## config.mk

```make
export PLATFORM = sky130hd
export DESIGN_NAME = gate2_bist
export DESIGN_NICKNAME = d
export VERILOG_FILES = /design/src/rtl/gate2_bist.sv
export SDC_FILE = /design/constraint.sdc
export NUM_CORES = 1
export LEC_CHECK = 0
export ABC_AREA = 1
export CORE_MARGIN = 4
export CORE_UTILIZATION = 40
export DETAILED_ROUTE_END_ITERATION = 8
export GPL_ROUTABILITY_DRIVEN = 0
export SLEW_MARGIN = 0
export SYNTH_ARGS = -nofsm -noshare
export SYNTH_HDL_FRONTEND = slang
export SYNTH_SLANG_ARGS = --single-unit
```

## constraint.sdc

```tcl
create_clock -name clk -period 1.2 [get_ports clk]
set_input_delay 0.12 -clock clk [delete_from_list [all_inputs] [get_ports clk]]
set_output_delay 0.12 -clock clk [all_outputs]
set_load 0.01 [all_outputs]
```

## src/rtl/gate2_bist.sv

```systemverilog
// gate2_bist: clocked self-test controller for a 2-input combinational gate.
// Walks {a,b} through 00,01,10,11. Each vector is held SETTLE cycles, then the
// gate output c is sampled for one cycle and compared against TRUTH[{a,b}].
//
// Parameters:
//   TRUTH  - expected c per vector, bit index = {a,b} (default: OR)
//   SETTLE - cycles each vector is held before sampling, 1..15
// Ports:
//   clk       - rising-edge clock
//   rst_n     - asynchronous active-low reset
//   start     - run request, only honoured in IDLE
//   c         - gate-under-test output
//   a, b      - gate-under-test inputs (registered)
//   busy      - high while a run is in progress (WAIT/SAMPLE)
//   done      - one-cycle pulse at the end of a run
//   pass      - last run had no mismatches; valid from the cycle after done
//   fail_vec  - per-vector mismatch flags, bit index = {a,b}
//   err_count - number of mismatching vectors, 0..4
module gate2_bist #(
  parameter logic [3:0]  TRUTH  = 4'b1110,
  parameter int unsigned SETTLE = 2
) (
  input  logic       clk,
  input  logic       rst_n,
  input  logic       start,
  input  logic       c,
  output logic       a,
  output logic       b,
  output logic       busy,
  output logic       done,
  output logic       pass,
  output logic [3:0] fail_vec,
  output logic [2:0] err_count
);

  localparam int unsigned CNT_W = 4;
  localparam int unsigned VEC_W = 2;
  localparam int unsigned ERR_W = 3;
  localparam int unsigned NVEC  = 4;

  // SETTLE=0 is not supported; the reload value assumes SETTLE >= 1.
  localparam logic [CNT_W-1:0] CNT_LOAD = CNT_W'(SETTLE - 1);
  localparam logic [VEC_W-1:0] VEC_LAST = VEC_W'(NVEC - 1);

  typedef enum logic [1:0] {
    S_IDLE   = 2'd0,
    S_WAIT   = 2'd1,
    S_SAMPLE = 2'd2,
    S_DONE   = 2'd3
  } state_t;

  state_t             state_q, state_d;
  logic [CNT_W-1:0]   cnt_q, cnt_d;
  logic [VEC_W-1:0]   vec_q, vec_d;
  logic [VEC_W-1:0]   ab_q, ab_d;
  logic [NVEC-1:0]    fail_q, fail_d;
  logic [ERR_W-1:0]   err_q, err_d;
  logic               pass_q, pass_d;
  logic               busy_q, busy_d;
  logic               done_q, done_d;

  // State register and all datapath/output flops.
  always_ff @(posedge clk or negedge rst_n) begin
    if (!rst_n) begin
      state_q <= S_IDLE;
      cnt_q   <= '0;
      vec_q   <= '0;
      ab_q    <= '0;
      fail_q  <= '0;
      err_q   <= '0;
      pass_q  <= 1'b0;
      busy_q  <= 1'b0;
      done_q  <= 1'b0;
    end else begin
      state_q <= state_d;
      cnt_q   <= cnt_d;
      vec_q   <= vec_d;
      ab_q    <= ab_d;
      fail_q  <= fail_d;
      err_q   <= err_d;
      pass_q  <= pass_d;
      busy_q  <= busy_d;
      done_q  <= done_d;
    end
  end

  // Next-state and next-output logic.
  always_comb begin
    state_d = state_q;
    cnt_d   = cnt_q;
    vec_d   = vec_q;
    ab_d    = ab_q;
    fail_d  = fail_q;
    err_d   = err_q;
    pass_d  = pass_q;

    unique case (state_q)
      S_IDLE: begin
        if (start) begin
          vec_d   = '0;
          ab_d    = '0;
          cnt_d   = CNT_LOAD;
          fail_d  = '0;
          err_d   = '0;
          pass_d  = 1'b0;
          state_d = S_WAIT;
        end
      end

      S_WAIT: begin
        if (cnt_q == '0) begin
          state_d = S_SAMPLE;
        end else begin
          cnt_d = cnt_q - CNT_W'(1);
        end
      end

      S_SAMPLE: begin
        // At most four increments, so err_count tops out at 4 without wrapping.
        if (c != TRUTH[vec_q]) begin
          fail_d[vec_q] = 1'b1;
          err_d         = err_q + ERR_W'(1);
        end
        if (vec_q != VEC_LAST) begin
          vec_d   = vec_q + VEC_W'(1);
          ab_d    = vec_q + VEC_W'(1);
          cnt_d   = CNT_LOAD;
          state_d = S_WAIT;
        end else begin
          state_d = S_DONE;
        end
      end

      S_DONE: begin
        // fail_q already holds the last vector's result here.
        pass_d  = (fail_q == '0);
        ab_d    = '0;
        state_d = S_IDLE;
      end

      default: state_d = S_IDLE;
    endcase

    // Status flags are registered copies of the Moore decode of the next state.
    busy_d = (state_d == S_WAIT) || (state_d == S_SAMPLE);
    done_d = (state_d == S_DONE);
  end

  assign a         = ab_q[1];
  assign b         = ab_q[0];
  assign busy      = busy_q;
  assign done      = done_q;
  assign pass      = pass_q;
  assign fail_vec  = fail_q;
  assign err_count = err_q;

endmodule

```

==> reports/metrics.cfg <==
[timing]
slew_violations = 0
fmax_mhz = 811
clock_skew_ps = 4.61
setup_viol = 3
fin_ws_ps = -32.5
hold_viol = 0
period_share_pct = 103
min_period_ps = 1230
rsz0062_at_grt = yes
slew_headroom_pct = 82.4
max_slew.worst_pin.slew_ps = 264
fin_hold_ws_ps = 140

[logic_synthesis]
synth_compound_area_share_pct = 11.2
synth_nets = 133
yosys-top-cells-count = 22 x nand2_1, 20 x dfrtp_1, 16 x inv_1
synth_cell_types = 20
synth.yosys.seq_area_share_pct = 48.3
syn_area_mm2 = 0.00104
synth-seq-cells = 20
synthXorXnorAreaFrac_pct = 0.844
synth_edf_count = 0
yosys-top-cells-area = dfrtp_1 48%, ha_1 9.7%, nand2_1 8.0%
synthMuxAreaShare_pct = 0
yosysMostFrequentCell = nand2_1
synth-warning-count = 0
synth_top_area_cell = dfrtp_1
synth_top_area_share_pct = 48.3
syn_area_per_cell_um2 = 8.57
ys.flop_type = dfrtp_1
synthCells = 121
synth-adder-area-share_pct = 9.65
synth-simple-area-share_pct = 23.9
synthArstFlopShare_pct = 100
synth_top_family_by_area = simple AND/OR/NAND/NOR gates

[placed_design]
pre_cts_slack_ps = -96.3
io_buffers = 15
placed_cells = 181
placed_area_mm2 = 0.00135
dp_hpwl_um = 1610

[layout]
area_growth_pct = 45.4
n_fill_cell = 227
drive_gt1_share_pct = 35.4
final_nets = 174
diodes = 0
design_area_mm2 = 0.00151
final_cells = 191

[routing]
route.detailed.drc = 0
dr_total_vias = 887
wl_per_cell_um = 11.3
vias_per_cell = 4.64
wl_um = 2160
drtPass1Iterations = 4
drtAntennaViolNets = 0
drt_iter0_markers = 24

[die]
start_util_pct = 41.9
core_area_mm2 = 0.00248
die_height_um = 58.9
die-area_mm2 = 0.00347
ios = 16
fp.dieW_um = 58.9
fp-row-count = 18

[worst_setup_path]
crit_path_end_kind = flop
crit_chain = inv_2 -> ha_4 -> a21oi_2 -> o21a_1 -> ha_1
reg2reg_from = cnt_q[0]
crit_path_top_delay_cell = dfrtp_1
critPathKind = reg -> reg
critPathMaxFanout = 3
worstPathRequired_ps = 1390
crit_path_max_incr_delay_ps = 410
worstSetupStartpoint = cnt_q[0]
worstSetupStartpointType = flop
arrival_ps = 1430

[grt]
antenna_found_initial = 0
grtUsageTotal_pct = 14.7
grt_pass1_wl_um = 3880
grt_max_degree = 21
grt-ovfl-total = 0
grt_pass1_vias = 931

[power_and_ir_drop]
ir_drop_v = 0.00122
p_per_area_mw_per_mm2 = 2070
p_leak_nw = 0.800
fin_total_pwr_mw = 3.12

[outcome]
status = finished with violations
violations = setup timing

[clocking]
clk_pin_slew_ps = 120
cts_buffer_depth = 2
cts_tree = built
cts_root_buffer = clkbuf_4
h-tree-depth = 1
cts_num_sinks = 20
cts_inserted_buffers = 3
insertion_delay_ps = 300

[job]
cap_violations = 0

[hold_path]
hold_class = in -> async

report_power, final:
group	internal (mW)	leakage, nW	switching, mW	total, mW
Clock	0.185	0.0210	0.210	0.395
Combinational	0.813	0.516	0.896	1.71
Sequential	0.875	0.263	0.141	1.02
layout make-up:
cell class,instances,area [um^2],area share (%)
timing repair buffer,36,304,20.2
multi-input combinational,84,562,37.3
clock buffer,4,36.3,2.41
inverter,17,66.3,4.40
tap,30,37.5,2.49
sequential,20,502,33.3
worst paths after layout:
check / depth (start not counted) / slack, ps / to
setup / recovery: 5 / -30 / busy
hold / removal: 2 / 140 / err_count[0]
setup reg to reg: 5 / -30 / busy
hold reg to reg: 2 / 500 / ab_q[0]
max in group asynchronous: 2 / 820 / state_q[1]
min in group clk: 2 / 500 / ab_q[0]
worst max-delay path: cells and delay by family (launching register included):
family,cells,cell delay (ps)
buffers and inverters,1,80
flip-flops,1,410
adder cells (fa/ha/maj),2,400
AO/OA/AOI/OAI,2,240
placed cells by master (no fill, tap or decap), types with 4 or more instances in the layout:
| cell | count |
|---|---|
| buf_4 | 18 |
| dfrtp_1 | 19 |
| dlygate4sd2_1 | 12 |
| ha_1 | 4 |
| inv_1 | 9 |
| inv_2 | 7 |
| nand2_1 | 15 |
| nand2_2 | 7 |
| nand3_1 | 8 |
| nor2_1 | 14 |
| o21ai_0 | 6 |
| o21ai_1 | 7 |
metrics by stage:
stage / utilization (%) / TNS (ps)
3_5_place_dp: 54.5 / -830
5_1_grt: 60.9 / -988
6_report: 60.9 / -46.9
2_1_floorplan: - / 0
3_3_place_gp: 54.5 / -387
4_1_cts: 60.1 / -67.1
repair_timing:
| item | in CTS | in global routing |
|---|---|---|
| endpoints found under the setup margin | 27 | 16 |
| setup buffers | 6 | 0 |
| pin swaps | 6 | 5 |
| hold buffers | 0 | 0 |
| resized for setup | 37 | 13 |
registers in the layout, indices dropped and copies added, names as in the netlist:
signal	cells
cnt_q	4
fail_vec	4
err_count	3
ab_q	2
state_q	2
vec_q	2
busy	1
done	1
pass	1
kinds of logic after synthesis:
group	Yosys count
buffers and inverters	17
AO/OA/AOI/OAI	21
flip-flops	20
XOR/XNOR	1
adder cells (fa/ha/maj)	8
AND/OR/NAND/NOR	54
layer usage:
metal	global-route usage (%)	vias to the layer above	share of wire, %
met5	0	-	0
met4	5.83	0	1.3
met3	2.85	4	4.2
met2	24.1	14	46
met1	19.1	401	49
li1	-	468	-
No activity file was read; power rests on OpenSTA's default activity.
